<file path="src/rtl/ram_req_bridge_if.sv">
// Core-side request/response channels plus the 2-read/1-write RAM port of ram_req_bridge.
// The bridge takes the slave view; the core and RAM model share the master view.
interface ram_req_bridge_if;
   logic        req_valid;
   logic        req_ready;
   logic        req_wen;
   logic [63:0] req_addr;
   logic [1:0]  req_size;
   logic [2:0]  req_len;
   logic [63:0] req_wdata;
   logic        resp_valid;
   logic        resp_ready;
   logic [63:0] resp_rdata;
   logic        resp_last;
   logic        resp_err;
   logic        ram_en;
   logic [63:0] ram_rIdx_0;
   logic [63:0] ram_rIdx_1;
   logic [63:0] ram_rdata_0;
   logic [63:0] ram_rdata_1;
   logic [63:0] ram_wIdx;
   logic [63:0] ram_wdata;
   logic [63:0] ram_wmask;
   logic        ram_wen;

   modport slave (
      input  req_valid, req_wen, req_addr, req_size, req_len, req_wdata,
      input  resp_ready, ram_rdata_0, ram_rdata_1,
      output req_ready, resp_valid, resp_rdata, resp_last, resp_err,
      output ram_en, ram_rIdx_0, ram_rIdx_1, ram_wIdx, ram_wdata, ram_wmask, ram_wen
   );

   modport master (
      output req_valid, req_wen, req_addr, req_size, req_len, req_wdata,
      output resp_ready, ram_rdata_0, ram_rdata_1,
      input  req_ready, resp_valid, resp_rdata, resp_last, resp_err,
      input  ram_en, ram_rIdx_0, ram_rIdx_1, ram_wIdx, ram_wdata, ram_wmask, ram_wen
   );
endinterface

</file>
<file path="src/rtl/ram_req_bridge.sv">
// Bridges byte-addressed valid/ready requests onto the word-indexed simulation RAM port.
// Read bursts fetch two words per cycle into a 4-entry circular response buffer.
module ram_req_bridge #(
   parameter logic [63:0] RAM_BASE  = 64'h8000_0000,
   parameter int          MAX_BEATS = 8
) (
   input logic             clk,
   input logic             rstn,
   ram_req_bridge_if.slave bus
);
   localparam int CNT_W = $clog2(MAX_BEATS) + 1;

   typedef enum logic [2:0] {IDLE, WR, WRESP, RD, ERR} state_e;

   state_e             state_q, state_d;
   logic               ready_q, ready_d;
   logic [CNT_W-1:0]   beats_left_q, beats_left_d;
   logic [63:0]        next_idx_q, next_idx_d;
   logic [2:0]         len_q, len_d;
   logic [2:0]         delivered_q, delivered_d;
   logic [63:0]        buf_q [4];
   logic [63:0]        buf_d [4];
   logic [1:0]         wr_ptr_q, wr_ptr_d;
   logic [1:0]         rd_ptr_q, rd_ptr_d;
   logic [2:0]         count_q, count_d;
   logic [63:0]        widx_q, widx_d;
   logic [63:0]        wdata_q, wdata_d;
   logic [63:0]        wmask_q, wmask_d;
   logic [63:0]        ridx0_q, ridx0_d;
   logic [63:0]        ridx1_q, ridx1_d;

   logic               req_err;
   logic               misaligned;
   logic [63:0]        req_idx;
   logic [3:0]         req_bytes;
   logic [15:0]        lane_span;
   logic [7:0]         byte_mask;
   logic [63:0]        bit_mask;
   logic               issue;
   logic               pair;
   logic [2:0]         push_n;
   logic               resp_valid;
   logic               resp_last;
   logic               pop;

   // Request decode: index, error checks and the write byte-lane mask.
   always_comb begin
      req_idx = (bus.req_addr - RAM_BASE) >> 3;
      case (bus.req_size)
         2'd0:    misaligned = 1'b0;
         2'd1:    misaligned = bus.req_addr[0];
         2'd2:    misaligned = |bus.req_addr[1:0];
         default: misaligned = |bus.req_addr[2:0];
      endcase
      req_err = (bus.req_addr < RAM_BASE) || misaligned
             || (!bus.req_wen && (bus.req_len != 3'd0) && (bus.req_size != 2'd3))
             || (bus.req_wen && (bus.req_len != 3'd0));
      req_bytes = 4'd1 << bus.req_size;
      lane_span = (16'd1 << req_bytes) - 16'd1;
      byte_mask = 8'(lane_span << bus.req_addr[2:0]);
      bit_mask  = '0;
      for (int i = 0; i < 8; i++) begin
         bit_mask[8*i +: 8] = {8{byte_mask[i]}};
      end
   end

   // A pair push needs two free slots, so issuing is gated on occupancy <= 2.
   always_comb begin
      issue      = (state_q == RD) && (beats_left_q != '0) && (count_q <= 3'd2);
      pair       = beats_left_q >= CNT_W'(2);
      push_n     = issue ? (pair ? 3'd2 : 3'd1) : 3'd0;
      resp_valid = (state_q == WRESP) || (state_q == ERR) || ((state_q == RD) && (count_q != 3'd0));
      resp_last  = (state_q == WRESP) || (state_q == ERR)
                || ((state_q == RD) && (count_q != 3'd0) && (delivered_q == len_q));
      pop        = resp_valid && bus.resp_ready;
   end

   always_comb begin
      state_d      = state_q;
      beats_left_d = beats_left_q;
      next_idx_d   = next_idx_q;
      len_d        = len_q;
      delivered_d  = delivered_q;
      buf_d        = buf_q;
      wr_ptr_d     = wr_ptr_q;
      rd_ptr_d     = rd_ptr_q;
      count_d      = count_q;
      widx_d       = widx_q;
      wdata_d      = wdata_q;
      wmask_d      = wmask_q;
      ridx0_d      = ridx0_q;
      ridx1_d      = ridx1_q;
      case (state_q)
         IDLE: begin
            if (bus.req_valid && ready_q) begin
               len_d       = bus.req_len;
               delivered_d = 3'd0;
               if (req_err) begin
                  state_d = ERR;
               end else if (bus.req_wen) begin
                  state_d = WR;
                  widx_d  = req_idx;
                  wdata_d = bus.req_wdata;
                  wmask_d = bit_mask;
               end else begin
                  state_d      = RD;
                  beats_left_d = CNT_W'(bus.req_len) + CNT_W'(1);
                  next_idx_d   = req_idx;
               end
            end
         end
         WR: state_d = WRESP;
         WRESP, ERR: begin
            if (bus.resp_ready) state_d = IDLE;
         end
         RD: begin
            if (issue) begin
               buf_d[wr_ptr_q] = bus.ram_rdata_0;
               if (pair) buf_d[wr_ptr_q + 2'd1] = bus.ram_rdata_1;
               wr_ptr_d     = wr_ptr_q + push_n[1:0];
               beats_left_d = beats_left_q - CNT_W'(push_n);
               next_idx_d   = next_idx_q + 64'(push_n);
               ridx0_d      = next_idx_q;
               ridx1_d      = next_idx_q + 64'd1;
            end
            if (pop) begin
               rd_ptr_d    = rd_ptr_q + 2'd1;
               delivered_d = delivered_q + 3'd1;
               if (resp_last) state_d = IDLE;
            end
            count_d = count_q + push_n - {2'b00, pop};
         end
         default: state_d = IDLE;
      endcase
      ready_d = (state_d == IDLE);
   end

   always_ff @(posedge clk) begin
      if (!rstn) begin
         state_q      <= IDLE;
         ready_q      <= 1'b0;
         beats_left_q <= '0;
         next_idx_q   <= '0;
         len_q        <= '0;
         delivered_q  <= '0;
         for (int i = 0; i < 4; i++) buf_q[i] <= '0;
         wr_ptr_q     <= '0;
         rd_ptr_q     <= '0;
         count_q      <= '0;
         widx_q       <= '0;
         wdata_q      <= '0;
         wmask_q      <= '0;
         ridx0_q      <= '0;
         ridx1_q      <= '0;
      end else begin
         state_q      <= state_d;
         ready_q      <= ready_d;
         beats_left_q <= beats_left_d;
         next_idx_q   <= next_idx_d;
         len_q        <= len_d;
         delivered_q  <= delivered_d;
         for (int i = 0; i < 4; i++) buf_q[i] <= buf_d[i];
         wr_ptr_q     <= wr_ptr_d;
         rd_ptr_q     <= rd_ptr_d;
         count_q      <= count_d;
         widx_q       <= widx_d;
         wdata_q      <= wdata_d;
         wmask_q      <= wmask_d;
         ridx0_q      <= ridx0_d;
         ridx1_q      <= ridx1_d;
      end
   end

   assign bus.req_ready  = ready_q;
   assign bus.resp_valid = resp_valid;
   assign bus.resp_rdata = ((state_q == RD) && (count_q != 3'd0)) ? buf_q[rd_ptr_q] : '0;
   assign bus.resp_last  = resp_last;
   assign bus.resp_err   = (state_q == ERR);
   assign bus.ram_en     = (state_q == WR) || issue;
   assign bus.ram_wen    = (state_q == WR);
   assign bus.ram_wmask  = (state_q == WR) ? wmask_q : '0;
   assign bus.ram_wIdx   = widx_q;
   assign bus.ram_wdata  = wdata_q;
   assign bus.ram_rIdx_0 = issue ? next_idx_q : ridx0_q;
   assign bus.ram_rIdx_1 = issue ? (next_idx_q + 64'd1) : ridx1_q;
endmodule

</file>
<file path="src/flat_wrapper.sv">
// flat-port wrapper written by rule: the top's interface ports become plain ports
module ram_req_bridge_flat 
#(
   parameter logic [63:0] RAM_BASE  = 64'h8000_0000,
   parameter int          MAX_BEATS = 8
)
  (clk, rstn, bus_req_valid, bus_req_wen, bus_req_addr, bus_req_size, bus_req_len, bus_req_wdata, bus_resp_ready, bus_ram_rdata_0, bus_ram_rdata_1, bus_req_ready, bus_resp_valid, bus_resp_rdata, bus_resp_last, bus_resp_err, bus_ram_en, bus_ram_rIdx_0, bus_ram_rIdx_1, bus_ram_wIdx, bus_ram_wdata, bus_ram_wmask, bus_ram_wen);
  ram_req_bridge_if bus_i ();
  input logic clk;
  input logic rstn;
  input wire logic [$bits(bus_i.req_valid)-1:0] bus_req_valid;
  input wire logic [$bits(bus_i.req_wen)-1:0] bus_req_wen;
  input wire logic [$bits(bus_i.req_addr)-1:0] bus_req_addr;
  input wire logic [$bits(bus_i.req_size)-1:0] bus_req_size;
  input wire logic [$bits(bus_i.req_len)-1:0] bus_req_len;
  input wire logic [$bits(bus_i.req_wdata)-1:0] bus_req_wdata;
  input wire logic [$bits(bus_i.resp_ready)-1:0] bus_resp_ready;
  input wire logic [$bits(bus_i.ram_rdata_0)-1:0] bus_ram_rdata_0;
  input wire logic [$bits(bus_i.ram_rdata_1)-1:0] bus_ram_rdata_1;
  output wire logic [$bits(bus_i.req_ready)-1:0] bus_req_ready;
  output wire logic [$bits(bus_i.resp_valid)-1:0] bus_resp_valid;
  output wire logic [$bits(bus_i.resp_rdata)-1:0] bus_resp_rdata;
  output wire logic [$bits(bus_i.resp_last)-1:0] bus_resp_last;
  output wire logic [$bits(bus_i.resp_err)-1:0] bus_resp_err;
  output wire logic [$bits(bus_i.ram_en)-1:0] bus_ram_en;
  output wire logic [$bits(bus_i.ram_rIdx_0)-1:0] bus_ram_rIdx_0;
  output wire logic [$bits(bus_i.ram_rIdx_1)-1:0] bus_ram_rIdx_1;
  output wire logic [$bits(bus_i.ram_wIdx)-1:0] bus_ram_wIdx;
  output wire logic [$bits(bus_i.ram_wdata)-1:0] bus_ram_wdata;
  output wire logic [$bits(bus_i.ram_wmask)-1:0] bus_ram_wmask;
  output wire logic [$bits(bus_i.ram_wen)-1:0] bus_ram_wen;
  assign bus_i.req_valid = bus_req_valid;
  assign bus_i.req_wen = bus_req_wen;
  assign bus_i.req_addr = bus_req_addr;
  assign bus_i.req_size = bus_req_size;
  assign bus_i.req_len = bus_req_len;
  assign bus_i.req_wdata = bus_req_wdata;
  assign bus_i.resp_ready = bus_resp_ready;
  assign bus_i.ram_rdata_0 = bus_ram_rdata_0;
  assign bus_i.ram_rdata_1 = bus_ram_rdata_1;
  assign bus_req_ready = bus_i.req_ready;
  assign bus_resp_valid = bus_i.resp_valid;
  assign bus_resp_rdata = bus_i.resp_rdata;
  assign bus_resp_last = bus_i.resp_last;
  assign bus_resp_err = bus_i.resp_err;
  assign bus_ram_en = bus_i.ram_en;
  assign bus_ram_rIdx_0 = bus_i.ram_rIdx_0;
  assign bus_ram_rIdx_1 = bus_i.ram_rIdx_1;
  assign bus_ram_wIdx = bus_i.ram_wIdx;
  assign bus_ram_wdata = bus_i.ram_wdata;
  assign bus_ram_wmask = bus_i.ram_wmask;
  assign bus_ram_wen = bus_i.ram_wen;
  ram_req_bridge #(.RAM_BASE(RAM_BASE), .MAX_BEATS(MAX_BEATS)) u_core (.clk(clk), .rstn(rstn), .bus(bus_i));
endmodule
</file>
<file path="config.mk">
export PLATFORM = sky130hd
export DESIGN_NAME = ram_req_bridge_flat
export DESIGN_NICKNAME = d
export VERILOG_FILES = /design/src/rtl/ram_req_bridge_if.sv /design/src/rtl/ram_req_bridge.sv /design/src/flat_wrapper.sv
export SDC_FILE = /design/constraint.sdc
export NUM_CORES = 2
export LEC_CHECK = 0
export ABC_AREA = 1
export BUFFER_PORTS_ARGS = -buffer_cell sky130_fd_sc_hd__buf_2
export CORE_MARGIN = 10
export CORE_UTILIZATION = 58
export CTS_BUF_LIST = sky130_fd_sc_hd__clkbuf_4 sky130_fd_sc_hd__clkbuf_8
export DETAILED_ROUTE_END_ITERATION = 10
export GPL_ROUTABILITY_DRIVEN = 0
export HOLD_SLACK_MARGIN = 0.1
export PLACE_DENSITY = 0.9
export SYNTH_ARGS = -nofsm -noshare
export SYNTH_HDL_FRONTEND = slang
export SYNTH_SLANG_ARGS = --single-unit
</file>
<file path="constraint.sdc">
create_clock -name clk -period 3.5 [get_ports clk]
set_clock_uncertainty 0.2 [all_clocks]
set_input_delay 0.7 -clock clk [delete_from_list [all_inputs] [get_ports clk]]
set_output_delay 0.7 -clock clk [all_outputs]
set_load 0.02 [all_outputs]
</file>
==> results of run 1 <==
-- synthesized netlist by cell type (13+ instances only) --
cell type	count	area, sq um
clkbuf_1	221	830
nand4_1	26	163
a211o_1	64	561
nor2_2	15	93.8
nor3_1	20	100
xnor2_1	14	123
buf_1	28	105
o211ai_1	19	143
a21oi_1	488	2440
nand3_1	135	676
inv_1	497	1870
dfxtp_1	602	12100
buf_2	94	470
ha_1	13	163
buf_4	73	548
or2_0	15	93.8
buf_6	13	146
xor2_1	52	455
o21a_1	13	97.6
o21ai_1	62	310
nand2_1	1169	4390
nor2_1	751	2820
o21ai_0	772	3860
a211oi_1	114	856
-- cells by family after synthesis --
kind of cell	synth area share [%]
other	0.0110
muxes	0.0879
buffers and inverters	11.7
AOI/OAI and AO/OA	25.3
DFF	35.3
and+or+nand+nor	25.3
xor gates and xnor gates	1.69
adders and majority gates	0.652
-- stage by stage --
| stage | cells | setup WS (ns) | util [%] | hold slack [ns] | TNS, ns |
|---|---|---|---|---|---|
| 2_1_floorplan | 5364 | 0.291 | - | 0.230 | 0 |
| 3_3_place_gp | 6450 | 0.182 | 64.6 | 0.241 | 0 |
| 3_5_place_dp | 6450 | 0.0145 | 64.6 | 0.249 | 0 |
| 4_1_cts | 6767 | -0.0292 | 71.9 | 0.105 | -0.126 |
-- repair_timing --
item	in CTS
hold endpoints to repair	88
pin swaps	21
buffers inserted	32
gates resized for setup	218
hold buffers	88
setup endpoints to repair	122
cloned	9
-- routing by layer --
layer / overflow / global-route usage, %
met1: 1 / 63.1
met2: 76 / 79.3
met3: 13 / 48.0
met4: 43 / 48.3
met5: 1 / 29.3
==> results.yml, run 1 <==
outcome:
  outcome: "stopped before the end"
  lastStage: "global routing (5_1_grt)"
  firstError: "[ERROR GRT-0232] Routing congestion too high. Check the congestion heatmap in the GUI."
cts:
  clk_path_buf_depth: 3
  cts_made_buffers: 101
  clock-sinks: 602
  cts_max_level: 3
  cts_root_buf: "clkbuf_8"
grt:
  grt_start_max_net_pins: 153
  overflow: 134
  antenna_found_initial: 58
  track_usage_pct: 61.7
sta:
  crit_endpoint: "bus_ram_rIdx_1[62]"
  worstEpCategory: "output port"
logic_synthesis:
  ys_ff_latch: 602
  syn_inst: 5362
  synthArstFlopShare_pct: 0
  netlist_area_sq_um: 34200
  ys_warn_count: 0
  synth_edf_count: 0
  synthFlopType: "dfxtp_1"
  ys_types: 50
  seq_area_frac_synth_pct: 35.3
  syn_avg_cell_area_sq_um: 6.37
floorplan:
  die_x_um: 263
  die_h_um: 263
  pin_count: 656
  start_util_pct: 58.9
  num_rows: 88
place:
  placed_cell_area_sq_um: 37500
  portBuffers: 652
  hpwl_um: 90600
==> inputs of run 2 (changes only) <==
- CORE_UTILIZATION: 58 -> 40
- CTS_BUF_LIST: sky130_fd_sc_hd__clkbuf_4 sky130_fd_sc_hd__clkbuf_8 -> not set
- HOLD_SLACK_MARGIN: 0.1 -> not set
- PLACE_DENSITY: 0.9 -> not set
- PLACE_DENSITY_LB_ADDON: not set -> 0.15
==> results.yml, run 2 <==
sta:
  setup_viol: 0
  period_share_pct: 99.4
  rsz0062_at_grt: "yes"
  slew_violations: 0
  slew_headroom_pct: 28.1
  fmax_mhz: 288
  tightest_slew_ns: 1.08
  whs_ns: 0.0823
  hold_viol: 0
  layout_min_cycle_time_ns: 3.48
grt:
  first_global_vias: 35400
  antenna_found_initial: 30
  track_usage_pct: 28.1
  grt_start_max_net_pins: 131
  overflow: 0
  grt_pass1_wl_um: 217000
logic_synthesis:
  synthArstFlopShare_pct: 0
  ys_types: 50
  syn_avg_cell_area_sq_um: 6.37
  ys_ff_latch: 602
  ys_warn_count: 0
  seq_area_frac_synth_pct: 35.3
  yosysTopAreaCell: "dfxtp_1"
  yosysTopAreaCellShare_pct: 35.3
  netlist_top_cells_area: "dfxtp_1 (35%), nand2_1 (13%), o21ai_0 (11%)"
  synth_edf_count: 0
  synth_common_cells: "nand2_1 (1,169), o21ai_0 (772), nor2_1 (751)"
  yosysMostFrequentCell: "nand2_1"
  netlist_area_sq_um: 34200
  syn_inst: 5362
  synthFlopType: "dfxtp_1"
floorplan:
  die_x_um: 312
  die_area_sq_um: 97500
  die_h_um: 312
  pin_count: 656
  core_sq_um: 84900
  num_rows: 107
  start_util_pct: 40.2
cts:
  clock_latency_ns: 0.65
  cts.reportedPaths.clkPinSlew_ns: 0.06
  cts_max_level: 3
  cts_tree: "built"
  clk_path_buf_depth: 3
  cts_root_buf: "clkbuf_16"
  cts_made_buffers: 76
  clock-sinks: 602
worst_setup_path:
  crit_type: "reg -> out"
  required_ns: 2.60
  cp_max_fo: 7
  critPathCaptureType: "output pin"
  startpoint_type: "register"
  worst_ep_arrival_time_ns: 2.58
cells_and_area:
  final_cell_mix: "nand2_1 (1,133), o21ai_0 (751), nor2_1 (696)"
  regArea_sq_um: 12200
  multi_input_comb_area_sq_um: 18800
  drive_above_1_share_pct: 20.8
  final_cell_area_sq_um: 42500
  top_register: "u_core.buf_q"
  largest_reg_flops: 256
  final_common_cell: "nand2_1"
  syn_to_final_growth_pct: 24.4
  fill_cells: 8850
  layout.nets: 6165
detailed_routing:
  viasPerCell: 5.29
  drtPass1Iterations: 6
  wl_per_cell_um: 20.5
  final_antenna_net_count: 0
  via_count: 37500
  drc: 0
  drt-initial-drc-count: 3693
  wl_um: 145000
hold_path:
  hold_class: "in -> reg"
place:
  placed_cell_area_sq_um: 38500
  hpwl_um: 99200
  portBuffers: 652
power:
  finalPower_mw: 16.1
  ir_drop_mv: 0.328
  powerDensity_nw_per_um2: 379
  leakage_nw: 18.3
outcome:
  outcome: "finished, final reports clean"
flow_run:
  maxCapViolCount: 0
run 2: cell counts after synthesis:
No cell type changed its count.
run 2: per-layer routing:
metal	track usage (%)	vias up	routed length, um
met5	0	-	163
met4	12.9	28	6440
met3	6.43	321	11700
met2	47.9	1515	70000
met1	33.3	17200	57000
li1	-	18400	-
run 2: final timing paths:
kind | from | to | slack, ns | cells past startpoint
min reg2reg | u_core.wmask_q[15] | u_core.wmask_q[15] | 0.25 | 2
max reg2reg | u_core.beats_left_q[2] | u_core.next_idx_q[17] | 0.25 | 15
min | bus_req_wdata[29] | u_core.bus.ram_wdata[29] | 0.08 | 3
max | u_core.count_q[0] | bus_ram_rIdx_1[36] | 0.02 | 10
run 2: area by class of cell:
class / count / share of cell area (%)
timing repair buffer: 869 / 13.1
clock inverter: 24 / 0.662
tap: 1144 / 3.37
multi-input combinational: 3827 / 44.2
antenna: 13 / 0.0765
clock buffer: 112 / 5.42
inverter: 506 / 4.55
timing repair inverter: 1 / 0.0265
sequential: 602 / 28.6
run 2: metrics by stage:
| step | worst slack, ns | utilization [%] | cells | setup TNS [ns] |
|---|---|---|---|---|
| final | 0.0227 | 50.1 | 7098 | 0 |
| after global routing | -0.0393 | 50.1 | 7091 | -0.347 |
| after CTS | -0.0148 | 49.1 | 7055 | -0.0357 |
| after detailed placement | 0.112 | 45.3 | 6897 | 0 |
| after global placement | 0.146 | 45.3 | 6897 | 0 |
| after floorplan | 0.291 | - | 5364 | 0 |
run 2: logic make-up (layout without fill, tap and decap cells):
kind of cell | after synthesis | in the layout | share of synthesized area (%)
and+or+nand+nor | 2167 | 2167 | 25.3
AOI/OAI and AO/OA | 1572 | 1572 | 25.3
buffers and inverters | 935 | 1512 | 11.7
DFF | 602 | 602 | 35.3
xor gates and xnor gates | 66 | 66 | 1.69
adders and majority gates | 16 | 16 | 0.652
muxes | 3 | 3 | 0.0879
other | 1 | 16 | 0.0110
run 2: timing repair:
action                                 in CTS  in global routing
cloned                                      5                  5
pin swaps                                  16                 33
endpoints found under the hold margin       0                  0
setup endpoints to repair                 127                119
hold buffers                                0                  0
buffers inserted                           17                 25
gates resized for setup                   124                166
run 2: worst max-delay path, stage by stage, from the launching register on:
cell	delay, ns
dfxtp_2	0.33
inv_1	0.09
o21ai_1	0.09
nor2_2	0.20
o21ai_4	0.10
buf_12	0.17
buf_4	0.17
inv_8	0.09
nand2_1	0.18
o211ai_1	0.29
buf_2	0.22
run 2: power breakdown:
part           switching (mW)  internal [mW]
combinational           0.657          0.300
clock                    3.28           4.92
sequential             0.0478           6.89
total                    3.98           12.1
No activity file was read; power rests on OpenSTA's default activity.
